--- src/rtl/microwave_pkg.sv ---
// Shared constants and FSM state type for the time-entry keypad path.
// TIME_ENTRY_DEBOUNCE_EN selects whether the DEBOUNCE state exists.
package microwave_pkg;
  localparam int NUM_DIGITS = 4;
  localparam int BCD_W = 4;
  localparam logic [BCD_W-1:0] BCD_MAX = 4'd9;

`ifdef TIME_ENTRY_DEBOUNCE_EN
  typedef enum logic [1:0] {IDLE = 2'd0, DEBOUNCE = 2'd1, HELD = 2'd2} state_t;
`else
  typedef enum logic [1:0] {IDLE = 2'd0, HELD = 2'd2} state_t;
`endif
endpackage

--- src/rtl/time_entry_register_if.sv ---
// Key-entry bundle: encoder/control inputs and the BCD entry outputs.
interface time_entry_register_if;
  import microwave_pkg::*;
  logic [BCD_W-1:0]            D;
  logic                        valid;
  logic                        enablen;
  logic                        clear;
  logic [NUM_DIGITS*BCD_W-1:0] digits;
  logic [2:0]                  digit_count;
  logic                        key_strobe;
  logic                        nonzero;

  modport master (output D, valid, enablen, clear,
                  input  digits, digit_count, key_strobe, nonzero);
  modport slave  (input  D, valid, enablen, clear,
                  output digits, digit_count, key_strobe, nonzero);
endinterface

--- src/rtl/key_debouncer.sv ---
// Stability counter and code compare for a captured key; only built with
// TIME_ENTRY_DEBOUNCE_EN.
module key_debouncer
  import microwave_pkg::*;
#(
  parameter int DEBOUNCE_CYCLES = 4
) (
  input  logic             clk,
  input  logic             rst_n,
  input  logic             start,
  input  logic             active,
  input  logic [BCD_W-1:0] d,
  input  logic [BCD_W-1:0] key_code,
  input  logic             valid,
  input  logic             enablen,
  output logic             stable,
  output logic             done
);
  logic [7:0] cnt;

  assign stable = valid && enablen && (d == key_code);
  assign done   = stable && (cnt == 8'(DEBOUNCE_CYCLES - 1));

  always_ff @(posedge clk or negedge rst_n) begin
    if (!rst_n)                         cnt <= '0;
    else if (start)                     cnt <= '0;
    else if (active && stable && !done) cnt <= cnt + 8'd1;
  end
endmodule

--- src/rtl/time_entry_register.sv ---
// Microwave time-entry shift register: accepts debounced BCD keys into a
// 4-digit entry. TIME_ENTRY_DEBOUNCE_EN enables the debounce stage.
module time_entry_register
  import microwave_pkg::*;
#(
  parameter int DEBOUNCE_CYCLES = 4
) (
  input  logic                 clk,
  input  logic                 rst_n,
  time_entry_register_if.slave bus
);
  state_t                      state, nxt;
  logic                        accept, capture;
  logic [BCD_W-1:0]            code;
  logic [NUM_DIGITS*BCD_W-1:0] digits_q;
  logic [2:0]                  cnt_q;
  logic                        strobe_q;

`ifdef TIME_ENTRY_DEBOUNCE_EN
  logic [BCD_W-1:0] key_code;
  logic             stable, done;

  key_debouncer #(.DEBOUNCE_CYCLES(DEBOUNCE_CYCLES)) u_deb (
    .clk     (clk),
    .rst_n   (rst_n),
    .start   (capture),
    .active  (state == DEBOUNCE),
    .d       (bus.D),
    .key_code(key_code),
    .valid   (bus.valid),
    .enablen (bus.enablen),
    .stable  (stable),
    .done    (done)
  );

  always_ff @(posedge clk or negedge rst_n) begin
    if (!rst_n)       key_code <= '0;
    else if (capture) key_code <= bus.D;
  end
  assign code = key_code;
`else
  // Without debounce the live code is accepted on the capture edge.
  wire [7:0] unused_dc = 8'(DEBOUNCE_CYCLES);
  assign code = bus.D;
`endif

  always_ff @(posedge clk or negedge rst_n) begin
    if (!rst_n) state <= IDLE;
    else        state <= nxt;
  end

  always_comb begin
    nxt     = state;
    accept  = 1'b0;
    capture = 1'b0;
    case (state)
      IDLE: if (bus.valid && bus.enablen) begin
        capture = 1'b1;
`ifdef TIME_ENTRY_DEBOUNCE_EN
        nxt     = DEBOUNCE;
`else
        accept  = 1'b1;
        nxt     = HELD;
`endif
      end
`ifdef TIME_ENTRY_DEBOUNCE_EN
      DEBOUNCE: begin
        if (!stable) nxt = IDLE;
        else if (done) begin
          accept = 1'b1;
          nxt    = HELD;
        end
      end
`endif
      HELD:    if (!bus.valid) nxt = IDLE;
      default: nxt = IDLE;
    endcase
    // Clear wins over any accept; a still-pressed key must be released first.
    if (bus.clear) begin
      accept = 1'b0;
      nxt    = bus.valid ? HELD : IDLE;
    end
  end

  always_ff @(posedge clk or negedge rst_n) begin
    if (!rst_n) begin
      digits_q <= '0;
      cnt_q    <= '0;
      strobe_q <= 1'b0;
    end else begin
      strobe_q <= 1'b0;
      if (bus.clear) begin
        digits_q <= '0;
        cnt_q    <= '0;
      end else if (accept && code <= BCD_MAX && cnt_q < 3'(NUM_DIGITS)) begin
        digits_q <= {digits_q[(NUM_DIGITS-1)*BCD_W-1:0], code};
        cnt_q    <= cnt_q + 3'd1;
        strobe_q <= 1'b1;
      end
    end
  end

  assign bus.digits      = digits_q;
  assign bus.digit_count = cnt_q;
  assign bus.key_strobe  = strobe_q;
  assign bus.nonzero     = |digits_q;
endmodule

--- src/flat_wrapper.sv ---
// flat-port wrapper written by rule: the top's interface ports become plain ports
module time_entry_register_flat import microwave_pkg::*;
#(
  parameter int DEBOUNCE_CYCLES = 4
)
  (clk, rst_n, bus_D, bus_valid, bus_enablen, bus_clear, bus_digits, bus_digit_count, bus_key_strobe, bus_nonzero);
  time_entry_register_if bus_i ();
  input  logic clk;
  input  logic rst_n;
  input wire logic [$bits(bus_i.D)-1:0] bus_D;
  input wire logic [$bits(bus_i.valid)-1:0] bus_valid;
  input wire logic [$bits(bus_i.enablen)-1:0] bus_enablen;
  input wire logic [$bits(bus_i.clear)-1:0] bus_clear;
  output wire logic [$bits(bus_i.digits)-1:0] bus_digits;
  output wire logic [$bits(bus_i.digit_count)-1:0] bus_digit_count;
  output wire logic [$bits(bus_i.key_strobe)-1:0] bus_key_strobe;
  output wire logic [$bits(bus_i.nonzero)-1:0] bus_nonzero;
  assign bus_i.D = bus_D;
  assign bus_i.valid = bus_valid;
  assign bus_i.enablen = bus_enablen;
  assign bus_i.clear = bus_clear;
  assign bus_digits = bus_i.digits;
  assign bus_digit_count = bus_i.digit_count;
  assign bus_key_strobe = bus_i.key_strobe;
  assign bus_nonzero = bus_i.nonzero;
  time_entry_register #(.DEBOUNCE_CYCLES(DEBOUNCE_CYCLES)) u_core (.clk(clk), .rst_n(rst_n), .bus(bus_i));
endmodule
--- config.mk ---
export PLATFORM = sky130hd
export DESIGN_NAME = time_entry_register_flat
export DESIGN_NICKNAME = d
export VERILOG_FILES = /design/src/rtl/microwave_pkg.sv /design/src/rtl/time_entry_register_if.sv /design/src/rtl/key_debouncer.sv /design/src/rtl/time_entry_register.sv /design/src/flat_wrapper.sv
export SDC_FILE = /design/constraint.sdc
export NUM_CORES = 1
export LEC_CHECK = 0
export CAP_MARGIN = 20
export CORE_MARGIN = 1.5
export CORE_UTILIZATION = 25
export CTS_CLUSTER_SIZE = 30
export DETAILED_ROUTE_END_ITERATION = 8
export PLACE_DENSITY_LB_ADDON = 0.1
export SLEW_MARGIN = 20
export SYNTH_ARGS = -nofsm -noshare
export SYNTH_HDL_FRONTEND = slang
export SYNTH_HIERARCHICAL = 1
export SYNTH_SLANG_ARGS = --single-unit
--- constraint.sdc ---
create_clock -name clk -period 1.8 [get_ports clk]
set_input_delay 0.36 -clock clk [delete_from_list [all_inputs] [get_ports clk]]
set_output_delay 0.36 -clock clk [all_outputs]
set_load 0.01 [all_outputs]
==> results.py <==
metrics = {
    "critical_path": {
        "critPathMaxFanout": 2,
        "cp_slowest_cell": "dfrtp_1",
        "critPathRequiredTime_ps": 1440,
        "critPathCaptureType": "primary output",
        "path_delay_family": "simple AND/OR/NAND/NOR gates",
        "cpPeakStageDelay_ps": 410,
        "crit_type": "flop to primary output",
        "cp_num_buf_inv": 1,
        "crit_arrival_ps": 1350,
        "start_kind": "flop",
        "path_cells": "nor4_4 > nand4_1 > clkdlybuf4s15_1",
    },
    "power_and_ir_drop": {
        "p_switching_mw": 0.216,
        "power_density_mw_per_mm2": 627,
        "pwr-share-comb_pct": 11.5,
        "p_leak_nw": 0.628,
        "irDropWorstVdd_mv": 0.231,
        "pwr-share-seq_pct": 53.3,
        "clkPwrFrac_pct": 35.2,
        "p_sw_share_pct": 23.8,
        "p_int_mw": 0.690,
    },
    "yosys": {
        "synth.avg_cell_area_um2": 12.0,
        "synth_cells": 82,
        "synth_edf_count": 0,
        "synth-seq-cells": 21,
        "synthArstFlopShare_pct": 100,
        "synthDistinctLibCells": 19,
        "yosys.area.top_type": "dfrtp_1",
        "netlist_area_um2": 987,
        "yosys-top-cells-area": "dfrtp_1 53%, mux2i_1 15%, nand2b_1 13%",
        "synthTopCellsByCount": "21 x dfrtp_1, 21 x nand2b_1, 15 x mux2i_1, 4 x nor4_1, 3 x nor2_1",
        "syn-num-nets": 92,
        "synth_top_area_share_pct": 53.2,
        "synth_flop_cell": "dfrtp_1",
        "yosysWarnings": 6,
        "ys_seq_area_share_pct": 53.2,
    },
    "floorplanning": {
        "fp.dieW_um": 65.8,
        "design.die.area_mm2": 0.00433,
        "initial_core_util_pct": 26.6,
        "rows": 22,
        "io_pins": 30,
        "core_mm2": 0.00372,
        "die_y_um": 65.8,
    },
    "sta": {
        "worst_pin_slew_ps": 325,
        "report.final.slew_viol_count": 0,
        "period_minus_slack_ps": 1710,
        "setup_violations": 0,
        "whs_ps": 438,
        "setup_slack_ps": 87.3,
        "period_share_pct": 95.1,
        "max_slew_margin_pct": 78.3,
        "skew_ps": 1.12,
        "fmax_mhz": 584,
        "hold_viol_final": 0,
        "fin_setup_tns_ps": 0,
        "grt_setup_unrepaired": "false",
    },
    "route": {
        "drc_errors": 0,
        "drt_iter0_drc": 42,
        "antenna_left": 0,
        "vias": 734,
        "wl_mm": 2.25,
        "routedWlPerCell_um": 13.5,
        "firstDrtPassIters": 4,
        "vias_per_cell": 4.40,
    },
    "clocking": {
        "worstSkewPairLatency_ps": 260,
        "tritoncts": "done",
        "cts-hold-fix-buffers": 0,
        "clockBufferDepth": 2,
        "clk_pin_slew_ps": 80,
        "cts_buffers": 3,
        "cts.sinks": 21,
        "cts_root_buffer": "clkbuf_8",
        "htree_levels": 1,
    },
    "global_route": {
        "grt_max_degree": 28,
        "antenna_found_initial": 0,
        "grt_pass1_vias": 729,
        "grt_pass1_wl_mm": 3.59,
        "grt_overflow": 0,
        "grt_usage_pct": 11.2,
    },
    "finish": {
        "regArea_um2": 526,
        "area_delta_synth_final_pct": 46.4,
        "fillCellCount": 389,
        "final_nets": 130,
        "instances_no_fill": 167,
        "multiInputGateArea_um2": 450,
        "diodes": 0,
        "layout-drive-gt1-share_pct": 14.3,
    },
    "placement": {
        "numPortBuffers": 29,
        "place.gp.congestion": 0.725,
        "hpwl_mm": 1.58,
        "dp.cells": 162,
        "pre_cts_ws_ps": 55.7,
    },
    "job": {
        "cap_violations": 0,
    },
    "outcome": {
        "status": "finished clean",
    },
    "min_path": {
        "hold_class": "input pin to asynchronous set/reset pin",
    },
}
## metrics by stage
step	instance area, um2	utilization, %	power, mW
after floorplan	987	-	0.539
after global placement	1360	36.7	0.597
after detailed placement	1360	36.7	0.597
after CTS	1430	38.4	0.917
after global routing	1450	38.9	0.940
final	1450	38.9	0.906
## flip-flops by register name (all words and copies together), names as in the netlist
name / flops
u_core/bus.key_strobe: 1
u_core/bus.digit_count: 3
u_core/state: 1
u_core/bus.digits: 16
## area by class of cell
class	instances	share of cell area [%]
multi-input cells	57	31.2
flip-flops and latches	21	36.4
well taps	48	4.16
clock inverters	1	0.346
repair buffers	37	25.1
clock buffers	3	2.86
## path summary, 6_finish.rpt
path / slack, ps / endpoint / cells after the start / startpoint
worst max-delay path: 90 / bus_nonzero / 3 / u_core/bus.digits[11]$_DFFE_PN0P_
worst min-delay path: 440 / u_core/bus.digits[14]$_DFFE_PN0P_ / 2 / rst_n
worst max register to register: 420 / u_core/bus.digits[3]$_DFFE_PN0P_ / 3 / u_core/bus.digit_count[2]$_DFFE_PN0P_
worst min register to register: 500 / u_core/state[1]$_DFFE_PN0P_ / 1 / u_core/state[1]$_DFFE_PN0P_
max in group asynchronous: 1130 / u_core/bus.digits[11]$_DFFE_PN0P_ / 2 / rst_n
min in group clk: 500 / u_core/state[1]$_DFFE_PN0P_ / 1 / u_core/state[1]$_DFFE_PN0P_
## cells by family (layout without fill, tap and decap cells)
family | count (synthesis) | after routing | synth area share [%]
flops | 21 | 21 | 53.2
buf+inv | 4 | 41 | 3.93
compound gates | 6 | 6 | 3.55
fa+ha+maj | 1 | 1 | 1.27
simple gates | 35 | 35 | 22.8
mux | 15 | 15 | 15.2
## power groups by stage
stage	Combinational [mW]	Clock, mW	Sequential, mW
6_report	0.104	0.319	0.483
5_1_grt	0.112	0.343	0.484
4_1_cts	0.104	0.329	0.483
2_1_floorplan	0.0456	0	0.494
3_3_place_gp	0.105	0	0.492
3_5_place_dp	0.105	0	0.492
## metal layers
metal  vias up  global-route usage (%)  share of wire, %
li1        363                       -                 -
met1       343                    15.3                50
met2        23                    16.7                44
met3         5                    2.39               4.1
met4         0                    5.47               2.0
met5         -                       0                 0
## placed cells by master (no fill, tap or decap), drive strengths merged
cell type      count
clkdlybuf4s50     28
clkinv             1
mux2i             15
a31oi              1
and4bb             1
ha                 1
nand4b             2
nor2               3
nand2b            21
buf                8
o31a               1
nand2              1
dfrtp             21
nor4               4
clkbuf             3
clkdlybuf4s15      1
nand4              1
and2               1
nand3              1
o21ai              4
## what timing repair did
action | in CTS | in global routing
endpoints found under the setup margin | 1 | 1
pin swaps | 0 | 1
setup buffers | 0 | 1
gates resized for setup | 4 | 2
Note: power is estimated with default switching activity, not from simulation.
